$ cat src/rtl/heart_motion_ctrl.sv
// Heart sprite sequencer: samples the direction buttons once per frame, steps and clamps
// the sprite position inside the battle box, and runs the hit/invulnerability blink FSM.
module heart_motion_ctrl #(
   parameter int unsigned BOX_LEFT      = 220,
   parameter int unsigned BOX_RIGHT     = 420,
   parameter int unsigned BOX_TOP       = 240,
   parameter int unsigned BOX_BOTTOM    = 400,
   parameter int unsigned SPR_W         = 16,
   parameter int unsigned SPR_H         = 16,
   parameter int unsigned STEP          = 3,
   parameter int unsigned START_X       = 312,
   parameter int unsigned START_Y       = 312,
   parameter int unsigned INVULN_FRAMES = 60,
   parameter int unsigned BLINK_PERIOD  = 4
) (
   input  logic       i_clk,
   input  logic       i_rst_n,
   input  logic       i_frame_tick,
   input  logic       i_enable,
   input  logic       i_up,
   input  logic       i_down,
   input  logic       i_left,
   input  logic       i_right,
   input  logic       i_hit,
   output logic [9:0] o_x,
   output logic [9:0] o_y,
   output logic       o_visible,
   output logic       o_invuln,
   output logic       o_hit_ack,
   output logic [1:0] o_state
);

   localparam int unsigned POS_W   = 10;
   localparam int unsigned SUM_W   = 11;
   localparam int unsigned INV_W   = 8;
   localparam int unsigned BLINK_W = 4;
   localparam int unsigned X_MAX   = BOX_RIGHT - SPR_W;
   localparam int unsigned Y_MAX   = BOX_BOTTOM - SPR_H;

   localparam logic signed [SUM_W-1:0] X_MIN_S = SUM_W'(BOX_LEFT);
   localparam logic signed [SUM_W-1:0] X_MAX_S = SUM_W'(X_MAX);
   localparam logic signed [SUM_W-1:0] Y_MIN_S = SUM_W'(BOX_TOP);
   localparam logic signed [SUM_W-1:0] Y_MAX_S = SUM_W'(Y_MAX);
   localparam logic signed [SUM_W-1:0] STEP_S  = SUM_W'(STEP);

   typedef enum logic [1:0] {
      ST_IDLE = 2'b00,
      ST_MOVE = 2'b01,
      ST_HIT  = 2'b10
   } state_t;

   state_t                    state;
   logic [INV_W-1:0]          invuln_cnt;
   logic [BLINK_W-1:0]        blink_cnt;
   logic signed [SUM_W-1:0]   dx_c;
   logic signed [SUM_W-1:0]   dy_c;
   logic signed [SUM_W-1:0]   sum_x_c;
   logic signed [SUM_W-1:0]   sum_y_c;
   logic [POS_W-1:0]          next_x_c;
   logic [POS_W-1:0]          next_y_c;

   assign o_state = state;

   // Per-frame step with opposite buttons cancelling, clamped to the box on both axes
   always_comb begin
      dx_c = '0;
      dy_c = '0;
      if (i_right && !i_left)      dx_c = STEP_S;
      else if (i_left && !i_right) dx_c = -STEP_S;
      if (i_down && !i_up)         dy_c = STEP_S;
      else if (i_up && !i_down)    dy_c = -STEP_S;

      sum_x_c = $signed({1'b0, o_x}) + dx_c;
      sum_y_c = $signed({1'b0, o_y}) + dy_c;

      if (sum_x_c < X_MIN_S)      next_x_c = POS_W'(BOX_LEFT);
      else if (sum_x_c > X_MAX_S) next_x_c = POS_W'(X_MAX);
      else                        next_x_c = POS_W'(sum_x_c);

      if (sum_y_c < Y_MIN_S)      next_y_c = POS_W'(BOX_TOP);
      else if (sum_y_c > Y_MAX_S) next_y_c = POS_W'(Y_MAX);
      else                        next_y_c = POS_W'(sum_y_c);
   end

   always_ff @(posedge i_clk or negedge i_rst_n) begin
      if (!i_rst_n) begin
         state      <= ST_IDLE;
         o_x        <= POS_W'(START_X);
         o_y        <= POS_W'(START_Y);
         o_visible  <= 1'b1;
         o_invuln   <= 1'b0;
         o_hit_ack  <= 1'b0;
         invuln_cnt <= '0;
         blink_cnt  <= '0;
      end else begin
         o_hit_ack <= 1'b0;
         // Disable wins over ticks and hits, and swallows any ack this cycle
         if (!i_enable) begin
            state      <= ST_IDLE;
            o_x        <= POS_W'(START_X);
            o_y        <= POS_W'(START_Y);
            o_visible  <= 1'b1;
            o_invuln   <= 1'b0;
            invuln_cnt <= '0;
            blink_cnt  <= '0;
         end else begin
            case (state)
               ST_IDLE: begin
                  state <= ST_MOVE;
               end
               ST_MOVE: begin
                  if (i_frame_tick) begin
                     o_x <= next_x_c;
                     o_y <= next_y_c;
                  end
                  // A coincident tick moves the sprite but does not eat an invuln frame
                  if (i_hit) begin
                     state      <= ST_HIT;
                     o_invuln   <= 1'b1;
                     o_visible  <= 1'b0;
                     o_hit_ack  <= 1'b1;
                     invuln_cnt <= INV_W'(INVULN_FRAMES);
                     blink_cnt  <= '0;
                  end
               end
               ST_HIT: begin
                  if (i_frame_tick) begin
                     o_x <= next_x_c;
                     o_y <= next_y_c;
                     if (invuln_cnt == INV_W'(1)) begin
                        state      <= ST_MOVE;
                        o_invuln   <= 1'b0;
                        o_visible  <= 1'b1;
                        invuln_cnt <= '0;
                        blink_cnt  <= '0;
                     end else begin
                        invuln_cnt <= invuln_cnt - INV_W'(1);
                        if (blink_cnt == BLINK_W'(BLINK_PERIOD - 1)) begin
                           blink_cnt <= '0;
                           o_visible <= ~o_visible;
                        end else begin
                           blink_cnt <= blink_cnt + BLINK_W'(1);
                        end
                     end
                  end
               end
               default: begin
                  state <= ST_IDLE;
               end
            endcase
         end
      end
   end

endmodule
$ cat config.mk
export PLATFORM = sky130hd
export DESIGN_NAME = heart_motion_ctrl
export DESIGN_NICKNAME = d
export VERILOG_FILES = /design/src/rtl/heart_motion_ctrl.sv
export SDC_FILE = /design/constraint.sdc
export NUM_CORES = 1
export LEC_CHECK = 0
export CAP_MARGIN = 20
export CORE_ASPECT_RATIO = 0.7
export CORE_MARGIN = 2
export CORE_UTILIZATION = 55
export CTS_BUF_LIST = sky130_fd_sc_hd__clkbuf_4
export DETAILED_ROUTE_END_ITERATION = 8
export DONT_BUFFER_PORTS = 1
export GPL_TIMING_DRIVEN = 0
export HOLD_SLACK_MARGIN = 0.08
export PLACE_DENSITY = 0.68
export SLEW_MARGIN = 20
export SYNTH_ARGS = -nofsm -noshare
export SYNTH_HDL_FRONTEND = slang
export SYNTH_SLANG_ARGS = --single-unit
$ cat constraint.sdc
create_clock -name i_clk -period 3.6 [get_ports i_clk]
set_input_delay 0 -clock i_clk [delete_from_list [all_inputs] [get_ports i_clk]]
set_output_delay 0 -clock i_clk [all_outputs]
set_load 0.01 [all_outputs]
==> reports/qor.txt <==
Worst Max-Slew Pin Slew = 0.642 ns
CTS max path bufs = 2
cell area after synthesis = 3260 sq um
f_max = 0.293 GHz
Detail Placement HPWL = 6.12 mm
Buf+Inv Stages, Crit Path = 2
Synth Area per Inst = 8.56 sq um
post-route ant nets = 0
RSZ-0062 raised after global routing = no
Seq/Total Area, Yosys = 28.7%
Vias = 2939
clock skew = 0.00999 ns
Period minus WS final = 3.42 ns
initial antenna violation count = 0
VDD IR max = 277 uV
Worst path max stage delay = 0.56 ns
Post-CTS Setup Bufs = 0
Min-Delay Path Class = in2reg
Rows = 23
Setup crit end kind = register
worst skew pair latency = 0.34 ns
Slew headroom = 57.0%
GRT Util Overall = 25.6%
Routed WL per cell = 17.0 um
input/output buffers = 0
synth unique cells = 69
Syn Inst Count = 381
nets = 430
Ports = 34
delay-heaviest family, CP = compound AO/OA/AOI/OAI gates
die width = 96.0 um
Detailed Route Iter0 Violations = 174
DRT Pass-1 Iters = 5
largest net degree at the start of global routing = 29
# H-tree levels = 2
core area = 5730 sq um
CTS Root Cell = clkbuf_4
drt drc = 0
commonest non-fill, non-tap cell in the layout = inv_1
Placer Congestion = 0.925
Ys Warns = 0
Cell Pwr Density = 584 nW/um^2
total congestion overflow = 0
vias per inst = 6.25
Worst Path Required = 3.84 ns
Final Max Tran Viols = 0
Synth Flop Type = dfrtp_1
Syn Nets = 417
leakage power = 1.51 nW
most frequent cells in the layout = inv_1, nor2_1, a21oi_1, dfrtp_1
Final setup violation count = 0
period utilization = 94.9%
asr flop ratio synth = 100%
number of enable flip-flop cells after synthesis = 0
Area growth, synth to finish = 7.44%
type of the worst setup path = reg2reg
max-cap violation count = 0
Antenna Cells = 0
clk slew on worst S/H paths = 0.12 ns
number of global-route vias before repair = 2649
worst path arrival time = 3.66 ns
TritonCTS Sinks = 37
Crit Path Max Fanout = 7
final hold vios = 0
crit path cell chain = ha_1, inv_1, fa_1, buf_6, and4bb_1, a2111oi_2, a211oi_2, xor2_2, o311ai_2, a311oi_4, nand2_2, o31a_1
final setup TNS = 0 ns
first-pass GRT wire length = 12.9 mm
final WL = 8.01 mm
hold_ws = 0.115 ns
Inserted Clock Buffers = 5
Worst setup SP type = register
status = finished clean
Worst path slowest cell = a2111oi_2
layout cells sized above 1 = 10.4%
TritonCTS clock tree = yes
die height = 68.4 um
initial core utilization = 56.9%
Die ar. = 6570 sq um
Yosys reg bits = 37
final core utilization = 61.2%
registers in the layout, indices dropped and copies added (netlist names):
| name | cells |
|---|---|
| o_visible | 1 |
| o_state | 2 |
| o_hit_ack | 1 |
| blink_cnt | 4 |
| o_invuln | 1 |
| o_y | 10 |
| o_x | 10 |
| invuln_cnt | 8 |
stage by stage:
step / power (mW) / setup WS, ns / instance area, sq um / instances
2_1_floorplan: 1.49 / 0.678 / 3260 / 381
3_3_place_gp: 1.69 / 0.331 / 3350 / 456
3_5_place_dp: 1.72 / 0.287 / 3350 / 456
4_1_cts: 2.04 / 0.271 / 3500 / 470
5_1_grt: 2.21 / 0.0197 / 3500 / 470
6_report: 2.04 / 0.182 / 3500 / 470
worst reg2reg max path, delay by kind of cell, from the launching register on:
family | cells | cell delay, ns
xor+xnor | 1 | 0.25
fa+ha+maj | 2 | 0.40
flops | 1 | 0.44
simple gates | 2 | 0.31
compound gates | 5 | 1.71
buf+inv | 2 | 0.20
final timing paths:
| path | slack (ns) | depth (start not counted) | startpoint | endpoint |
|---|---|---|---|---|
| min in group asynchronous | 0.62 | 3 | i_rst_n | o_hit_ack |
| worst max-delay path | 0.18 | 12 | o_x[0] | o_x[7] |
| max in group asynchronous | 1.89 | 4 | i_rst_n | blink_cnt[3] |
| worst max register to register | 0.18 | 12 | o_x[0] | o_x[7] |
| worst min-delay path | 0.12 | 2 | i_frame_tick | invuln_cnt[4] |
| worst min register to register | 0.52 | 1 | blink_cnt[3] | blink_cnt[3] |
layout make-up:
type | count | area, sq um
repair buffers | 6 | 70.1
inverters | 29 | 109
plain buffers | 17 | 88.8
clock inverters | 3 | 41.3
fillers | 507 | 2220
multi-input cells | 298 | 2130
well taps | 75 | 93.8
flip-flops and latches | 37 | 937
clock buffers | 5 | 37.5
routing by layer:
metal  up-vias  GRT usage (%)  routed length, um
li1       1428              -                  -
met1      1405           39.6               4000
met2       104           36.1               3300
met3         2           6.39                687
met4         0           3.75                 23
met5         -              0                  0
kinds of logic after synthesis:
kind of cell	Yosys count	synth area share (%)
AO/OA/AOI/OAI	125	26.9
AND/OR/NAND/NOR	122	20.2
buffers and inverters	46	6.06
flip-flops	37	28.7
adder cells (fa/ha/maj)	27	10.8
XOR/XNOR	20	6.06
multiplexers	4	1.23
where the power goes:
group	switching [mW]	internal, mW	total [mW]
sequential	0.162	0.541	0.704
combinational	0.641	0.412	1.05
clock	0.144	0.144	0.288
total	0.947	1.10	2.04
Yosys cell counts (4+ instances only):
cell type,instances,area share [%]
a211oi_1,8,1.8
a21o_1,6,1.4
a21oi_1,28,4.3
a31oi_1,4,0.77
and2_1,4,0.77
and3_1,6,1.2
buf_2,5,0.77
clkbuf_1,7,0.81
dfrtp_1,28,21
dfstp_2,9,7.3
ha_1,25,9.6
inv_1,29,3.3
mux2i_1,4,1.2
nand2_1,24,2.8
nand2b_1,5,0.96
nand3_1,13,2.0
nor2_1,28,3.2
nor2b_1,5,0.96
nor3_1,9,1.4
o211ai_1,4,0.92
o21a_1,6,1.4
o21ai_0,25,3.8
o21ai_1,4,0.61
o22a_1,4,1.1
o31ai_1,5,1.2
or3_1,5,0.96
xnor2_1,10,2.7
xor2_1,7,1.9
what timing repair did:
action	CTS	global route
endpoints found under the hold margin	41	0
hold buffers	6	0
resized for setup	0	0
No activity file was read; power rests on OpenSTA's default activity.
